### src/rtl/instruction_loader_if.sv
// Purpose: the loader's control, UART-byte and memory-write signals bundled as one port.
// Ports: i_start, i_rx_data and i_rx_done flow into the loader.
//        o_write_addr, o_write_data and o_write_enable go to the instruction memory.
//        o_busy, o_done and o_error report status to the debug unit.
// Modports: slave is the loader side; master is the debug/UART/memory environment.
interface instruction_loader_if #(
  parameter int NB_DATA      = 8,
  parameter int MEMORY_WIDTH = 32,
  parameter int NB_ADDR      = 6
);
  logic                    i_start;
  logic [NB_DATA-1:0]      i_rx_data;
  logic                    i_rx_done;
  logic [NB_ADDR-1:0]      o_write_addr;
  logic [MEMORY_WIDTH-1:0] o_write_data;
  logic                    o_write_enable;
  logic                    o_busy;
  logic                    o_done;
  logic                    o_error;

  modport slave (
    input  i_start, i_rx_data, i_rx_done,
    output o_write_addr, o_write_data, o_write_enable, o_busy, o_done, o_error
  );

  modport master (
    output i_start, i_rx_data, i_rx_done,
    input  o_write_addr, o_write_data, o_write_enable, o_busy, o_done, o_error
  );
endinterface

### src/rtl/instruction_loader.sv
// Purpose: assembles UART bytes MSB-first into 32-bit words and writes them to
//   instruction memory from address 0 until the HALT word is written or memory fills.
// Latency: the write strobe is high in the cycle after the 4th byte of a word is sampled.
// Backpressure: none; one byte per cycle is accepted, including a byte that arrives in
//   the write cycle (it becomes byte 1 of the next word).
// Ports: i_clock, i_reset (synchronous, active high), bus (instruction_loader_if.slave).
// Optional feature: LOADER_TIMEOUT_EN adds an inter-byte timeout that aborts to ERROR.
module instruction_loader #(
  parameter int                      NB_DATA          = 8,
  parameter int                      MEMORY_WIDTH     = 32,
  parameter int                      MEMORY_DEPTH     = 64,
  parameter int                      NB_ADDR          = 6,
  parameter logic [MEMORY_WIDTH-1:0] HALT_INSTRUCTION = 32'hFFFF_FFFF,
  parameter int                      TIMEOUT_CYCLES   = 2000000
) (
  input logic                  i_clock,
  input logic                  i_reset,
  instruction_loader_if.slave  bus
);

  // Elaboration-time sanity checks on the parameter set.
  if (MEMORY_WIDTH != 4 * NB_DATA) begin : g_bad_width
    $error("MEMORY_WIDTH must equal 4*NB_DATA");
  end
  if ((2 ** NB_ADDR) < MEMORY_DEPTH) begin : g_bad_addr
    $error("NB_ADDR too narrow for MEMORY_DEPTH");
  end
  if (TIMEOUT_CYCLES < 2) begin : g_bad_timeout
    $error("TIMEOUT_CYCLES must be at least 2");
  end

  typedef enum logic [2:0] {
    S_IDLE,
    S_RECEIVE,
    S_WRITE,
    S_DONE,
    S_ERROR
  } state_t;

  state_t                  state_q, state_d;
  logic [MEMORY_WIDTH-1:0] word_q, word_d;
  logic [1:0]              byte_cnt_q, byte_cnt_d;
  logic [NB_ADDR-1:0]      addr_q, addr_d;

`ifdef LOADER_TIMEOUT_EN
  localparam int TMO_W = $clog2(TIMEOUT_CYCLES + 1);
  logic [TMO_W-1:0] tmo_q, tmo_d;
`endif

  always_ff @(posedge i_clock) begin
    if (i_reset) begin
      state_q    <= S_IDLE;
      word_q     <= '0;
      byte_cnt_q <= '0;
      addr_q     <= '0;
`ifdef LOADER_TIMEOUT_EN
      tmo_q      <= '0;
`endif
    end else begin
      state_q    <= state_d;
      word_q     <= word_d;
      byte_cnt_q <= byte_cnt_d;
      addr_q     <= addr_d;
`ifdef LOADER_TIMEOUT_EN
      tmo_q      <= tmo_d;
`endif
    end
  end

  always_comb begin
    state_d    = state_q;
    word_d     = word_q;
    byte_cnt_d = byte_cnt_q;
    addr_d     = addr_q;
`ifdef LOADER_TIMEOUT_EN
    tmo_d      = tmo_q;
`endif
    case (state_q)
      S_IDLE, S_DONE, S_ERROR: begin
        // Bytes are ignored here; only a start pulse begins a fresh load.
        if (bus.i_start) begin
          state_d    = S_RECEIVE;
          word_d     = '0;
          byte_cnt_d = '0;
          addr_d     = '0;
`ifdef LOADER_TIMEOUT_EN
          tmo_d      = '0;
`endif
        end
      end
      S_RECEIVE: begin
        if (bus.i_rx_done) begin
          word_d     = {word_q[MEMORY_WIDTH-NB_DATA-1:0], bus.i_rx_data};
          byte_cnt_d = byte_cnt_q + 2'd1;
          if (byte_cnt_q == 2'd3) begin
            state_d = S_WRITE;
          end
`ifdef LOADER_TIMEOUT_EN
          tmo_d = '0;
        end else if (tmo_q == TMO_W'(TIMEOUT_CYCLES - 1)) begin
          // Partial word is abandoned without a write.
          state_d = S_ERROR;
        end else begin
          tmo_d = tmo_q + 1'b1;
`endif
        end
      end
      S_WRITE: begin
        byte_cnt_d = '0;
        word_d     = '0;
        if (word_q == HALT_INSTRUCTION) begin
          state_d = S_DONE;
        end else if (addr_q == NB_ADDR'(MEMORY_DEPTH - 1)) begin
          state_d = S_ERROR;
        end else begin
          state_d = S_RECEIVE;
          addr_d  = addr_q + 1'b1;
`ifdef LOADER_TIMEOUT_EN
          tmo_d   = '0;
`endif
          // A byte landing in the write cycle starts the next word.
          if (bus.i_rx_done) begin
            word_d     = {{(MEMORY_WIDTH-NB_DATA){1'b0}}, bus.i_rx_data};
            byte_cnt_d = 2'd1;
          end
        end
      end
      default: state_d = S_IDLE;
    endcase
  end

  // Outputs are decoded from registered state; address/data are gated to zero outside WRITE.
  assign bus.o_write_enable = (state_q == S_WRITE);
  assign bus.o_write_addr   = (state_q == S_WRITE) ? addr_q : '0;
  assign bus.o_write_data   = (state_q == S_WRITE) ? word_q : '0;
  assign bus.o_busy         = (state_q == S_RECEIVE) || (state_q == S_WRITE);
  assign bus.o_done         = (state_q == S_DONE);
  assign bus.o_error        = (state_q == S_ERROR);

endmodule

### src/flat_wrapper.sv
// flat-port wrapper written by rule: the top's interface ports become plain ports
module instruction_loader_flat 
#(
  parameter int                      NB_DATA          = 8,
  parameter int                      MEMORY_WIDTH     = 32,
  parameter int                      MEMORY_DEPTH     = 64,
  parameter int                      NB_ADDR          = 6,
  parameter logic [MEMORY_WIDTH-1:0] HALT_INSTRUCTION = 32'hFFFF_FFFF,
  parameter int                      TIMEOUT_CYCLES   = 2000000
)
  (i_clock, i_reset, bus_i_start, bus_i_rx_data, bus_i_rx_done, bus_o_write_addr, bus_o_write_data, bus_o_write_enable, bus_o_busy, bus_o_done, bus_o_error);
  instruction_loader_if #(.NB_DATA(NB_DATA), .MEMORY_WIDTH(MEMORY_WIDTH), .NB_ADDR(NB_ADDR)) bus_i ();
  input logic i_clock;
  input logic i_reset;
  input wire logic [$bits(bus_i.i_start)-1:0] bus_i_start;
  input wire logic [$bits(bus_i.i_rx_data)-1:0] bus_i_rx_data;
  input wire logic [$bits(bus_i.i_rx_done)-1:0] bus_i_rx_done;
  output wire logic [$bits(bus_i.o_write_addr)-1:0] bus_o_write_addr;
  output wire logic [$bits(bus_i.o_write_data)-1:0] bus_o_write_data;
  output wire logic [$bits(bus_i.o_write_enable)-1:0] bus_o_write_enable;
  output wire logic [$bits(bus_i.o_busy)-1:0] bus_o_busy;
  output wire logic [$bits(bus_i.o_done)-1:0] bus_o_done;
  output wire logic [$bits(bus_i.o_error)-1:0] bus_o_error;
  assign bus_i.i_start = bus_i_start;
  assign bus_i.i_rx_data = bus_i_rx_data;
  assign bus_i.i_rx_done = bus_i_rx_done;
  assign bus_o_write_addr = bus_i.o_write_addr;
  assign bus_o_write_data = bus_i.o_write_data;
  assign bus_o_write_enable = bus_i.o_write_enable;
  assign bus_o_busy = bus_i.o_busy;
  assign bus_o_done = bus_i.o_done;
  assign bus_o_error = bus_i.o_error;
  instruction_loader #(.NB_DATA(NB_DATA), .MEMORY_WIDTH(MEMORY_WIDTH), .MEMORY_DEPTH(MEMORY_DEPTH), .NB_ADDR(NB_ADDR), .HALT_INSTRUCTION(HALT_INSTRUCTION), .TIMEOUT_CYCLES(TIMEOUT_CYCLES)) u_core (.i_clock(i_clock), .i_reset(i_reset), .bus(bus_i));
endmodule
### config.mk
export PLATFORM = sky130hd
export DESIGN_NAME = instruction_loader_flat
export DESIGN_NICKNAME = d
export VERILOG_FILES = /design/src/rtl/instruction_loader_if.sv /design/src/rtl/instruction_loader.sv /design/src/flat_wrapper.sv
export SDC_FILE = /design/constraint.sdc
export NUM_CORES = 1
export LEC_CHECK = 0
export ABC_AREA = 1
export CAP_MARGIN = 10
export CORE_MARGIN = 5
export CORE_UTILIZATION = 52
export DETAILED_ROUTE_END_ITERATION = 16
export HOLD_SLACK_MARGIN = 0.12
export PLACE_DENSITY = 0.87
export RECOVER_POWER = 50
export SLEW_MARGIN = 10
export SYNTH_ARGS = -nofsm -noshare
export SYNTH_HDL_FRONTEND = slang
export SYNTH_SLANG_ARGS = --single-unit
export TNS_END_PERCENT = 1
### constraint.sdc
create_clock -name i_clock -period 2.2 [get_ports i_clock]
set_input_delay 0.44 -clock i_clock [delete_from_list [all_inputs] [get_ports i_clock]]
set_output_delay 0.44 -clock i_clock [all_outputs]
set_load 0.05 [all_outputs]
==> impl_metrics.tcl <==
set metrics [dict create \
    setup_viol 0 \
    coreArea_sq_mm 0.004723 \
    async_flop_share 0 \
    critPathArrivalTime_ns 1.59 \
    min_to "u_core.word_q[26]" \
    layout_min_cycle_time_ns 2.025 \
    slew_viol_final 0 \
    start_util 0.5377 \
    dp_hpwl_um 5080 \
    start_kind "register" \
    gp_congestion 0.8279 \
    crit_top_cell "buf_12" \
    ys_ff_latch 43 \
    htree_levels 2 \
    pwr-share-comb 0.533 \
    hp-class "register to register" \
    rows 25 \
    dr.pass1.iters 5 \
    cp_slowest_cell "dfxtp_1" \
    r2r_start "u_core.state_q[1]" \
    finish.net_count 470 \
    cts_num_sinks 43 \
    cap_violations 0 \
    layout_commonest_cell "nor2_1" \
    cts_hold_buf 0 \
    final_antenna_net_count 0 \
    fin_crit_sh 0.9205 \
    drive_gt1_frac 0.1794 \
    power_mw 3.566 \
    synthTopCellsByArea "dfxtp_1 (34%), nor2_1 (15%), nand2_1 (11%)" \
    fmax_mhz 493.8 \
    insertion_delay_ns 0.30 \
    ios 54 \
    rsz0062_at_grt "no" \
    irDropWorstVdd_v 0.0007798 \
    hold_path_depth 2 \
    status "completed" \
    setup_tns_ns 0 \
    p_switching_mw 1.694 \
    syn_area_sq_mm 0.002540 \
    cp_cell_sequence "nand3_4 > buf_12 > nor2_1 > buf_12" \
    synthToLayoutAreaGrowth_pct 41.58 \
    cts_resized 0 \
    cp_max_fo 21 \
    numCtsBuffers 5 \
    clock_tree.root_cell "clkbuf_8" \
    critPathBufInv 2 \
    synth.distinct_cells 24 \
    pwr-share-seq 0.328 \
    end_kind "output pin" \
    drc 0 \
    total_leakage_power_nw 1.411 \
    synth_top_area_cell "dfxtp_1" \
    swShare 0.4752 \
    synth.top_cell.area_share 0.3389 \
    routed_wl_um 6965 \
    finalClockSkew_ns 0.005418 \
    p_clk_frac 0.139 \
    syn_inst 407 \
    numPortBuffers 53 \
    diodes 0 \
    grt_max_degree 29 \
    die_height_um 79.89 \
    p_int_mw 1.872 \
    r2r_slack_ns 0.24 \
    cts_setup_buffers 0 \
    die_x_um 79.89 \
    grt_usage 0.2267 \
    reg2regPathDepth 8 \
    vias 2729 \
    slew_headroom 0.6036 \
    cpLargestDelayFamily "flip-flops" \
    final-hold-violation-count 0 \
    hold_start "u_core.word_q[26]" \
    r2r_end "u_core.word_q[19]" \
    crit_required_ns 1.76 \
    overflow 0 \
    yosys_warnings 0 \
    synth_edf_count 0 \
    synth_fp_nets 421 \
    clk_pin_slew_ns 0.08 \
    grt_pass1_vias 2623 \
    antenna_found_initial 0 \
    crit_type "register to output pin" \
    layout_common_cells "nor2_1 (99), nand2_1 (79), inv_1 (55)" \
    wl_per_cell_um 13.29 \
    cts_tree "done" \
    avgSynthCellArea_sq_um 6.241 \
    synth_ff_type "dfxtp_1" \
    pwr_density_cell_mw_per_mm2 991.7 \
    yosysSeqAreaShare 0.3389 \
    grt_pass1_wl_um 11690 \
    clock_path_buffers 2 \
    tightest_slew_ns 0.5972 \
    die_area_sq_mm 0.006382 \
    crit_path_max_incr_delay_ns 0.45 \
    drtIter0Drc 317 \
    via_per_inst 5.208 \
]
## how the worst max path moves through the flow
stage,to,cells after the start,start
finish,bus_o_write_data[31],4,u_core.state_q[1]
detailed placement,u_core.word_q[11],7,bus_i_start
global placement,u_core.word_q[9],7,bus_i_start
CTS,bus_o_done,3,u_core.state_q[1]
global route,bus_o_write_data[27],4,u_core.state_q[1]
floorplan,bus_o_write_addr[0],5,u_core.state_q[0]
## metal layers
layer  global-route usage  part of all wire  vias to the layer above
met5                    0                 0                        -
met4              0.07770             0.028                        0
met3              0.05192             0.056                       24
met2               0.3940              0.50                      105
met1               0.2722              0.41                     1247
li1                     -                 -                     1353
## power groups by stage
stage	logic, mW	clock network [mW]	registers, mW
after CTS	1.94	0.492	1.17
final	1.90	0.496	1.17
after global placement	1.85	0	1.16
after floorplan	1.39	0	1.14
after detailed placement	1.92	0	1.18
after global routing	2.07	0.533	1.20
## worst register-to-register path: stages (launching register included)
cell,delay [ns]
dfxtp_1,0.45
inv_1,0.09
nand2_1,0.11
nand2_1,0.11
nand2_1,0.14
nand3_4,0.19
clkbuf_2,0.36
o21ai_0,0.34
a21oi_2,0.04
## synth_stat cells, types with 2 or more instances
| library cell | number |
|---|---|
| ha_1 | 2 |
| nor3_1 | 2 |
| nand3_2 | 3 |
| nand2_2 | 5 |
| nand3_1 | 24 |
| o21ai_0 | 21 |
| buf_4 | 3 |
| buf_6 | 3 |
| inv_2 | 5 |
| nand4_1 | 3 |
| buf_2 | 6 |
| clkbuf_1 | 6 |
| inv_1 | 54 |
| clkinv_1 | 2 |
| dfxtp_1 | 43 |
| nand2_1 | 74 |
| o21ai_1 | 5 |
| a21oi_1 | 23 |
| a21oi_2 | 20 |
| nor2_1 | 99 |
## sequential cells by signal, summed over array words and instances (netlist names)
signal and count:
u_core.word_q 32, u_core.addr_q 6, u_core.state_q 3, u_core.byte_cnt_q 2
## cell families after synthesis
family                     after synthesis  synth area share
buffers and inverters                   80            0.1345
and+or+nand+nor                        212            0.3478
AOI/OAI and AO/OA                       69            0.1655
DFF                                     43            0.3389
adders and majority gates                2          0.009851
xor gates and xnor gates                 1          0.003449
## area by class of cell
| type | count | area [sq um] |
|---|---|---|
| multi-input combinational | 284 | 1328 |
| fill | 326 | 1127 |
| timing repair buffer | 61 | 1010 |
| sequential | 43 | 860.8 |
| inverter | 61 | 229.0 |
| tap | 67 | 83.83 |
| clock buffer | 6 | 72.57 |
| clock inverter | 2 | 12.51 |
## per-stage QoR
stage                     utilization  area, sq um  setup WS [ns]  hold WS [ns]  instances
after floorplan                     -         2540         0.2201        0.4453        407
after global placement         0.7489         3537         0.3733        0.4567        516
after detailed placement       0.7489         3537         0.2579        0.4724        516
after CTS                      0.7669         3622        0.01055        0.4843        524
after global routing           0.7613         3596        0.09095        0.4993        524
final                          0.7613         3596         0.1750        0.4859        524
Power figures use the tool's default switching activity.
